$ cat src/rtl/uart_pkg.sv
// Shared constants and state types for the uart_periph slice.
// Build option: UART_PARITY_EN adds an even-parity bit between data and stop.
package uart_pkg;

    localparam logic [3:0] ADDR_STATUS = 4'h0;
    localparam logic [3:0] ADDR_TX     = 4'h1;
    localparam logic [3:0] ADDR_RX     = 4'h2;
    localparam logic [3:0] ADDR_BAUD   = 4'h3;

    localparam int ST_TX_BUSY    = 0;
    localparam int ST_RX_VALID   = 1;
    localparam int ST_FRAME_ERR  = 2;
    localparam int ST_OVERRUN    = 3;
    localparam int ST_PARITY_ERR = 4;

    // Bits shifted between start and stop: the data byte, plus parity when enabled.
`ifdef UART_PARITY_EN
    localparam int NDATA = 9;
`else
    localparam int NDATA = 8;
`endif
    localparam logic [3:0] LAST_BIT = 4'(NDATA - 1);

    typedef enum logic [1:0] {TX_IDLE, TX_START, TX_DATA, TX_STOP} tx_state_t;
    typedef enum logic [1:0] {RX_IDLE, RX_START, RX_DATA, RX_STOP} rx_state_t;

endpackage

$ cat src/rtl/uart_baud_tick.sv
// Bit-period timer: explicit load sets the first interval, later intervals
// auto-reload from div_i. tick_o pulses for one clock at each interval end.
module uart_baud_tick #(
    parameter int DIV_W = 16
) (
    input  logic             clk_i,
    input  logic             rst_ni,
    input  logic             load_i,
    input  logic             en_i,
    input  logic [DIV_W-1:0] load_val_i,
    input  logic [DIV_W-1:0] div_i,
    output logic             tick_o
);

    logic [DIV_W-1:0] cnt_q, cnt_d;

    assign tick_o = en_i && !load_i && (cnt_q == '0);

    // Counting down to zero makes the tick land exactly N clocks after a load of N.
    always_comb begin
        cnt_d = cnt_q;
        if (load_i) begin
            cnt_d = load_val_i - DIV_W'(1);
        end else if (en_i) begin
            cnt_d = (cnt_q == '0) ? (div_i - DIV_W'(1)) : (cnt_q - DIV_W'(1));
        end
    end

    always_ff @(posedge clk_i or negedge rst_ni) begin
        if (!rst_ni) begin
            cnt_q <= '0;
        end else begin
            cnt_q <= cnt_d;
        end
    end

endmodule

$ cat src/rtl/uart_periph.sv
// Memory-mapped 8N1 UART: TX engine, RX engine with 2-flop synchronizer, baud divisor.
// Build option: UART_PARITY_EN selects an 11-bit frame with even parity.
module uart_periph
    import uart_pkg::*;
#(
    parameter int DEFAULT_DIV = 868,
    parameter int DIV_W       = 16
) (
    input  logic        clock,
    input  logic        reset,
    input  logic        rx_bit,
    output logic        tx_bit,
    input  logic        uart_wr_enable,
    input  logic        uart_sel,
    input  logic [3:0]  uart_addr,
    input  logic [31:0] wdata_mem,
    output logic [31:0] uart_data
);

    logic wr_status, wr_tx, wr_baud, rd_rx;
    logic unused_wdata;

    assign wr_status    = uart_wr_enable && (uart_addr == ADDR_STATUS);
    assign wr_tx        = uart_wr_enable && (uart_addr == ADDR_TX);
    assign wr_baud      = uart_wr_enable && (uart_addr == ADDR_BAUD);
    assign rd_rx        = uart_sel && (uart_addr == ADDR_RX);
    assign unused_wdata = ^wdata_mem;

    logic [DIV_W-1:0] baud_q;

    always_ff @(posedge clock or negedge reset) begin
        if (!reset) begin
            baud_q <= DIV_W'(DEFAULT_DIV);
        end else if (wr_baud) begin
            baud_q <= (wdata_mem[DIV_W-1:0] < DIV_W'(2)) ? DIV_W'(2) : wdata_mem[DIV_W-1:0];
        end
    end

    tx_state_t        tx_state_q, tx_state_d;
    logic             tx_q, tx_d;
    logic [NDATA-1:0] tx_shift_q, tx_shift_d, tx_frame;
    logic [3:0]       tx_cnt_q, tx_cnt_d;
    logic [DIV_W-1:0] tx_div_q, tx_div_d;
    logic             tx_load, tx_en, tx_tick;

`ifdef UART_PARITY_EN
    assign tx_frame = {^wdata_mem[7:0], wdata_mem[7:0]};
`else
    assign tx_frame = wdata_mem[7:0];
`endif

    assign tx_en  = (tx_state_q != TX_IDLE);
    assign tx_bit = tx_q;

    uart_baud_tick #(.DIV_W(DIV_W)) u_tx_tick (
        .clk_i      (clock),
        .rst_ni     (reset),
        .load_i     (tx_load),
        .en_i       (tx_en),
        .load_val_i (baud_q),
        .div_i      (tx_div_q),
        .tick_o     (tx_tick)
    );

    always_comb begin
        tx_state_d = tx_state_q;
        tx_d       = tx_q;
        tx_shift_d = tx_shift_q;
        tx_cnt_d   = tx_cnt_q;
        tx_div_d   = tx_div_q;
        tx_load    = 1'b0;
        case (tx_state_q)
            TX_IDLE: if (wr_tx) begin
                tx_state_d = TX_START;
                tx_d       = 1'b0;
                tx_shift_d = tx_frame;
                tx_div_d   = baud_q;
                tx_load    = 1'b1;
            end
            TX_START: if (tx_tick) begin
                tx_state_d = TX_DATA;
                tx_d       = tx_shift_q[0];
                tx_shift_d = tx_shift_q >> 1;
                tx_cnt_d   = '0;
            end
            TX_DATA: if (tx_tick) begin
                if (tx_cnt_q == LAST_BIT) begin
                    tx_state_d = TX_STOP;
                    tx_d       = 1'b1;
                end else begin
                    tx_d       = tx_shift_q[0];
                    tx_shift_d = tx_shift_q >> 1;
                    tx_cnt_d   = tx_cnt_q + 4'd1;
                end
            end
            TX_STOP: if (tx_tick) tx_state_d = TX_IDLE;
            default: tx_state_d = TX_IDLE;
        endcase
    end

    always_ff @(posedge clock or negedge reset) begin
        if (!reset) begin
            tx_state_q <= TX_IDLE;
            tx_q       <= 1'b1;
            tx_shift_q <= '0;
            tx_cnt_q   <= '0;
            tx_div_q   <= DIV_W'(DEFAULT_DIV);
        end else begin
            tx_state_q <= tx_state_d;
            tx_q       <= tx_d;
            tx_shift_q <= tx_shift_d;
            tx_cnt_q   <= tx_cnt_d;
            tx_div_q   <= tx_div_d;
        end
    end

    logic rx_s1_q, rx_s2_q, rx_prev_q;

    always_ff @(posedge clock or negedge reset) begin
        if (!reset) begin
            rx_s1_q   <= 1'b1;
            rx_s2_q   <= 1'b1;
            rx_prev_q <= 1'b1;
        end else begin
            rx_s1_q   <= rx_bit;
            rx_s2_q   <= rx_s1_q;
            rx_prev_q <= rx_s2_q;
        end
    end

    rx_state_t        rx_state_q, rx_state_d;
    logic [NDATA-1:0] rx_shift_q, rx_shift_d;
    logic [3:0]       rx_cnt_q, rx_cnt_d;
    logic [DIV_W-1:0] rx_div_q, rx_div_d, rx_half;
    logic             rx_load, rx_en, rx_tick, rx_deliver;

    assign rx_en   = (rx_state_q != RX_IDLE);
    assign rx_half = baud_q >> 1;

    // First interval is half a bit so every later tick lands mid-bit.
    uart_baud_tick #(.DIV_W(DIV_W)) u_rx_tick (
        .clk_i      (clock),
        .rst_ni     (reset),
        .load_i     (rx_load),
        .en_i       (rx_en),
        .load_val_i (rx_half),
        .div_i      (rx_div_q),
        .tick_o     (rx_tick)
    );

    always_comb begin
        rx_state_d = rx_state_q;
        rx_shift_d = rx_shift_q;
        rx_cnt_d   = rx_cnt_q;
        rx_div_d   = rx_div_q;
        rx_load    = 1'b0;
        rx_deliver = 1'b0;
        case (rx_state_q)
            RX_IDLE: if (rx_prev_q && !rx_s2_q) begin
                rx_state_d = RX_START;
                rx_div_d   = baud_q;
                rx_load    = 1'b1;
            end
            RX_START: if (rx_tick) begin
                rx_state_d = rx_s2_q ? RX_IDLE : RX_DATA;
                rx_cnt_d   = '0;
            end
            RX_DATA: if (rx_tick) begin
                rx_shift_d = {rx_s2_q, rx_shift_q[NDATA-1:1]};
                if (rx_cnt_q == LAST_BIT) rx_state_d = RX_STOP;
                else rx_cnt_d = rx_cnt_q + 4'd1;
            end
            RX_STOP: if (rx_tick) begin
                rx_state_d = RX_IDLE;
                rx_deliver = 1'b1;
            end
            default: rx_state_d = RX_IDLE;
        endcase
    end

    always_ff @(posedge clock or negedge reset) begin
        if (!reset) begin
            rx_state_q <= RX_IDLE;
            rx_shift_q <= '0;
            rx_cnt_q   <= '0;
            rx_div_q   <= DIV_W'(DEFAULT_DIV);
        end else begin
            rx_state_q <= rx_state_d;
            rx_shift_q <= rx_shift_d;
            rx_cnt_q   <= rx_cnt_d;
            rx_div_q   <= rx_div_d;
        end
    end

    logic       rx_valid_q, rx_valid_d, frame_err_q, frame_err_d, overrun_q, overrun_d;
    logic [7:0] rx_data_q, rx_data_d;
    logic       parity_err;

    // A read on the delivery edge consumes the old byte, so it is not an overrun.
    always_comb begin
        rx_valid_d  = rx_deliver ? 1'b1 : (rd_rx ? 1'b0 : rx_valid_q);
        overrun_d   = (rx_deliver && rx_valid_q && !rd_rx) ? 1'b1
                    : ((wr_status && wdata_mem[ST_OVERRUN]) ? 1'b0 : overrun_q);
        frame_err_d = (rx_deliver && !rx_s2_q) ? 1'b1
                    : ((wr_status && wdata_mem[ST_FRAME_ERR]) ? 1'b0 : frame_err_q);
        rx_data_d   = rx_deliver ? rx_shift_q[7:0] : rx_data_q;
    end

    always_ff @(posedge clock or negedge reset) begin
        if (!reset) begin
            rx_valid_q  <= 1'b0;
            frame_err_q <= 1'b0;
            overrun_q   <= 1'b0;
            rx_data_q   <= '0;
        end else begin
            rx_valid_q  <= rx_valid_d;
            frame_err_q <= frame_err_d;
            overrun_q   <= overrun_d;
            rx_data_q   <= rx_data_d;
        end
    end

`ifdef UART_PARITY_EN
    logic parity_err_q, parity_err_d;

    // Even parity: data plus parity bit must XOR to zero.
    assign parity_err_d = (rx_deliver && (^rx_shift_q)) ? 1'b1
                        : ((wr_status && wdata_mem[ST_PARITY_ERR]) ? 1'b0 : parity_err_q);

    always_ff @(posedge clock or negedge reset) begin
        if (!reset) parity_err_q <= 1'b0;
        else        parity_err_q <= parity_err_d;
    end

    assign parity_err = parity_err_q;
`else
    assign parity_err = 1'b0;
`endif

    logic [4:0] status;

    always_comb begin
        status                = '0;
        status[ST_TX_BUSY]    = tx_en;
        status[ST_RX_VALID]   = rx_valid_q;
        status[ST_FRAME_ERR]  = frame_err_q;
        status[ST_OVERRUN]    = overrun_q;
        status[ST_PARITY_ERR] = parity_err;
    end

    always_comb begin
        uart_data = '0;
        case (uart_addr)
            ADDR_STATUS: uart_data = 32'(status);
            ADDR_RX:     uart_data = 32'(rx_data_q);
            ADDR_BAUD:   uart_data = 32'(baud_q);
            default:     uart_data = '0;
        endcase
    end

endmodule

$ cat config.mk
export PLATFORM = sky130hd
export DESIGN_NAME = uart_periph
export DESIGN_NICKNAME = d
export VERILOG_FILES = /design/src/rtl/uart_pkg.sv /design/src/rtl/uart_baud_tick.sv /design/src/rtl/uart_periph.sv
export SDC_FILE = /design/constraint.sdc
export NUM_CORES = 1
export LEC_CHECK = 0
export CORE_MARGIN = 1.5
export CORE_UTILIZATION = 60
export DETAILED_ROUTE_END_ITERATION = 6
export PLACE_DENSITY = 0.84
export SKIP_CTS_REPAIR_TIMING = 1
export SLEW_MARGIN = 20
export SYNTH_ARGS = -nofsm -noshare
export SYNTH_HDL_FRONTEND = slang
export SYNTH_SLANG_ARGS = --single-unit
$ cat constraint.sdc
create_clock -name clock -period 4.98 [get_ports clock]
set_clock_uncertainty 0.05 [all_clocks]
set_input_delay 0.498 -clock clock [delete_from_list [all_inputs] [get_ports clock]]
set_output_delay 0.498 -clock clock [all_outputs]
set_load 0.05 [all_outputs]
* Yosys cells after proc, flatten, opt, wreduce, memory -nomap -nowiden
Index checks and enable logic that the tools add are counted.
Storage, ports and cells: bits in registers 123, bits in latches 0, bits in writable memories 0, bits in read-only memories 0, input port bits 41, output and inout port bits 33, logic and storage cells 144, memories 0
Operators by class: add/sub/neg operators 8, $mul 0, div/mod/pow operators 0, order comparisons 1, eq/ne operators 23, shifts and indexed selects 0, muxes and demuxes 51, bitwise logic cells 0, reductions and logical operators 42
Operator list (count):
- two-way mux 16 bit | 7
- subtractor 16 x 1 -> 16 bit, second input constant | 5
- one-hot mux 16 bit (3 select lines) | 1
- logical NOT 16 bit | 2
- two-way mux 8 bit | 4
- two-way mux 4 bit | 6
- inequality test 2 bit, second input constant | 12
- one-hot mux 8 bit (3 select lines) | 1
- two-way mux 2 bit | 11
- nonzero test 2 bit | 9
- less-than comparator 16 x 2 -> 1 bit, second input constant | 1
- two-way mux 1 bit | 16
- one-hot mux 2 bit (4 select lines) | 2
- one-hot mux 4 bit (2 select lines) | 2
- subtractor 15 x 1 -> 16 bit, second input constant | 1
- AND reduction 5 bit | 3
- logical AND 1 bit | 14
- AND reduction 4 bit | 3
- adder 4 x 1 -> 4 bit, second input constant | 2
- equality test 2 bit, second input constant | 4
- equality test 4 x 2 -> 1 bit, second input constant | 2
- equality test 4 x 3 -> 1 bit, second input constant | 2
- AND reduction 2 bit | 3
- equality test 2 x 1 -> 1 bit, second input constant | 2
- 6 further kinds | 10

* Logic depth before layout (Yosys ltp)
word-level depth 12, depth in mapped cells 12, mapped depth without buffers 11

* Modules after synthesis
Synthesis repeated with hierarchy kept, for this count alone.
Second synthesis, totals: cell total of the unflattened synthesis 676, area, all modules 7240.7 µm²
By module, submodules not included:
- uart_periph | instances 1, cells each 330, area an instance 4290.4 µm², seq. area each 2301.0 µm²
- uart_baud_tick | instances 2, cells each 173, area an instance 1475.2 µm², seq. area each 400.4 µm²

* Least setup slack after synthesis
No wires, ideal clock.
path kind register to register, start point reg rx_prev_q, end point reg u_rx_tick.cnt_q[14], setup time 0.137 ns, arrival time 2.665 ns, data required time 4.793 ns, path slack 2.128 ns, cell stages (with the launch flop) 11, buffers on the path 1, period minus slack after synthesis 2.852 ns, cells stage by stage dfstp_2 -> nor4b_2 -> clkbuf_1 -> nor3_1 -> a21oi_1 -> ha_1 -> o21a_1 -> nand4_2 -> nor4_1 -> xor2_1 -> a21oi_1
On the way: cells in the longest elaborated chain, start to end 4, elaborated cells between the ends (all ways) 5, those cells by class mux (3); reduce/logical (2)
RTL lines:
- start: declaration | line uart_periph.sv:117 | logic rx_s1_q, rx_s2_q, rx_prev_q;
- start signal: assignment | line uart_periph.sv:127 | rx_prev_q <= rx_s2_q;
- logical AND 1 bit (*) | line uart_periph.sv:159 | RX_IDLE: if (rx_prev_q && !rx_s2_q) begin
- two-way mux 1 bit (*) | line uart_periph.sv:159
- two-way mux 1 bit (*) | line uart_periph.sv:158 | case (rx_state_q)
- two-way mux 16 bit or nonzero test 2 bit (tied branches)
- end signal: assignment | line uart_baud_tick.sv:33 | cnt_q <= cnt_d;
- end: declaration | line uart_baud_tick.sv:15 | logic [DIV_W-1:0] cnt_q, cnt_d;
Every way passes the cells marked *; elsewhere a longest branch is shown, timed or not. A chain may end at the register's enable or synchronous reset.

* Worst setup path after layout
start point in uart_addr[3], end point out uart_data[0]
On the way: cells in the longest elaborated chain, start to end 2, elaborated cells between the ends (all ways) 4, those cells by class eq/ne (2); mux (1); reduce/logical (1)
RTL lines:
- start: declaration | line uart_periph.sv:15 | input logic [3:0] uart_addr,
- equality test 4 x 2 -> 1 bit or logical NOT 4 bit (tied branches) | line uart_periph.sv:253 | case (uart_addr)
- one-hot mux 16 bit (3 select lines) (*) | line uart_periph.sv:253
- end: declaration | line uart_periph.sv:17 | output logic [31:0] uart_data
Marked as above.

==> out/qor.csv <==
metric,value,unit
outcome,"complete, but fails checks",
failing checks,hold timing,
pin count of the biggest net entering global routing,67,
Routed WL per cell,17.49,um
final design instance area without fill,7674,um2
synth cell count leaders,"nand2_1 (178), dfrtp_1 (104), nor2_1 (53)",
vias,5541,
combinational share of power,31.1,%
num rows,38,
Post-DP Area,7091,um2
dominant cell type by area after synthesis,dfrtp_1,
Die ar.,11790,um2
root buf cell,clkbuf_8,
Static Leak,3.413,nW
Syn. warnings,0,
Overflow after GRT,0,
Max Slew Vio Count,0,
Final Util,70.79,%
die height,108.6,um
Layout Nets,809,
most common flop cell mapped by yosys,dfrtp_1,
final number of setup-violating endpoints,0,
TritonCTS Buffers,17,
Max-slew headroom,44.92,%
Synth Register Bits,123,
Crit path required time,4430,ps
RSZ-0062 raised after global routing,no,
number of global-route vias before repair,5517,
async set-reset flop share out of synthesis,100.0,%
VDD IR max,523.4,uV
Ant. Diodes,0,
Max Cap Viol,0,
pwr dens,527.8,nW/um2
Buffers on Ports,41,
Fin. Hold Viols,47,
htree depth,4,
Core ar.,10840,um2
cell with the most instances after synthesis,nand2_1,
DP HPWL,10520,um
Setup crit end kind,output port,
top cell type's share of synthesized area,38.90,%
fin crit share,72.96,%
Initial Util,61.72,%
fill cell count,790,
DR pass1 iterations,5,
register area,3102,um2
clk_lat worst skew,540,ps
vias per inst,6.076,
critical path type,in2out,
slack of the critical path,1347,ps
Unique masters post-synth,66,
Mapped Area,6690,um2
layout cell share with drive strength beyond 1,15.16,%
first-pass GRT wire length,26570,um
IO Pins,74,
CTS tree,done,
Seq pwr share,39.4,%
Worst Path Arrival,3090,ps
FMAX,275.2,MHz
final wirelength,15950,um
iteration-0 DRC count of the detailed router,483,
Post-Place Setup Slack,1063,ps
drt drc,0,
Gate Count Post-Synth,729,
Critical Path Start Type,input port,
Die X,108.6,um
internal power,2.555,mW
post-synthesis sequential area ratio,46.36,%
Slew @ Worst Pin,826.3,ps
Sw Share,36.91,%
"EDFF count, synth",0,
remaining antenna violation count,0,
Final Instance Count excl. Fillers,912,
minimum clock period,3633,ps
multi-input logic area,3319,um2
antenna violations before repair,0,
clock share of power,29.5,%
Hold WS,-28.09,ps
Final GP Congestion,0.9549,
largest cells by area after synthesis,"dfrtp_1 (39%), nand2_1 (10%), dfstp_2 (7.5%)",
buffer depth of the longest clock path,2,
dpl cells,880,
setup TNS,0,ps
GRT Total Usage,29.56,%
clock sink count,123,
CP max FO,12,
"Area growth, synth to finish",14.70,%
Overall Power,4.050,mW
post-synthesis average cell area,9.177,um2
worst hold path class,in2async,
Sw Pwr,1.495,mW
Clock transition at path regs,60,ps
==> layout make-up <==
class,instances,share of cell area [%]
clock buffer,18,5.576
clock inverter,14,1.924
inverter,11,0.5381
multi-input combinational,558,43.26
sequential,123,40.42
tap,140,2.283
timing repair buffer,48,6.000
==> power groups by stage <==
| stage | logic (mW) | registers [mW] | clock network (mW) |
|---|---|---|---|
| after floorplan | 1.00 | 1.51 | 0 |
| after global placement | 1.17 | 1.58 | 0 |
| after detailed placement | 1.23 | 1.59 | 0 |
| after CTS | 1.26 | 1.59 | 1.20 |
| after global routing | 1.42 | 1.63 | 1.25 |
| final | 1.26 | 1.60 | 1.19 |
==> cell usage in the layout, fill, tap and decap left out, types with 3 or more instances in the layout <==
cell,n
nor4_1,10
clkdlybuf4s50_1,40
and2_1,3
xor2_1,8
o21ai_0,47
dfstp_2,19
clkinvlp_4,5
buf_4,8
mux2_2,34
a22o_1,10
dfrtp_1,104
a21oi_1,41
clkinv_4,3
nor3_1,14
or4_1,3
nand2_1,178
o21ai_1,7
ha_1,9
and3_1,11
clkbuf_16,16
or3_1,4
nor2b_1,3
conb_1,16
o211ai_1,7
nand4_1,3
a31oi_1,12
mux2i_1,12
inv_1,11
xnor2_1,14
clkinv_2,3
nand2b_1,5
nor2_1,53
nand3_1,7
==> registers in the layout (all words and copies together), names as in the netlist, 2 cells and up, named ones only <==
| register | flops |
|---|---|
| baud_q | 16 |
| rx_div_q | 16 |
| tx_div_q | 16 |
| u_rx_tick.cnt_q | 16 |
| u_tx_tick.cnt_q | 16 |
| rx_data_q | 8 |
| rx_shift_q | 8 |
| tx_shift_q | 8 |
| rx_cnt_q | 4 |
| tx_cnt_q | 4 |
| tx_state_q | 2 |
==> metal layers <==
layer / share of wire (%) / track usage [%] / routed length [um]
met2: 50 / 48.02 / 7959
met5: 0 / 0 / 0
met4: 1.5 / 11.09 / 240
met1: 43 / 38.86 / 6804
met3: 5.9 / 6.510 / 945
==> worst max-delay path, cell delays in order <==
cell and delay (ps):
clkdlybuf4s50_1 440, nor3b_2 670, and2_1 450, nand2_1 90, o21ai_0 100, clkdlybuf4s50_1 850
==> cells by family (layout without fill, tap and decap cells) <==
group | Yosys count | count (layout) | synth area share (%)
flip-flops | 123 | 123 | 46.36
multiplexers | 46 | 46 | 7.518
AND/OR/NAND/NOR | 315 | 315 | 22.20
XOR/XNOR | 22 | 22 | 2.880
buffers and inverters | 63 | 91 | 5.162
AO/OA/AOI/OAI | 150 | 150 | 14.14
adder cells (fa/ha/maj) | 9 | 9 | 1.683
other | 1 | 16 | 0.05605
==> path summary, 6_finish.rpt <==
check	startpoint	to	slack (ps)	cells after the start
max	uart_addr[3]	uart_data[0]	1350	6
min	reset	u_tx_tick.cnt_q[2]$_DFFE_PN0P_	-30	1
max reg2reg	register	u_rx_tick.cnt_q[14]$_DFFE_PN0P_	1370	10
min reg2reg	rx_s1_q$_DFF_PN1_	rx_s2_q$_DFF_PN1_	310	0
max in group asynchronous	reset	rx_data_q[7]$_DFFE_PN0P_	3610	2
min in group clock	rx_s1_q$_DFF_PN1_	rx_s2_q$_DFF_PN1_	310	0
No activity file was read; power rests on OpenSTA's default activity.
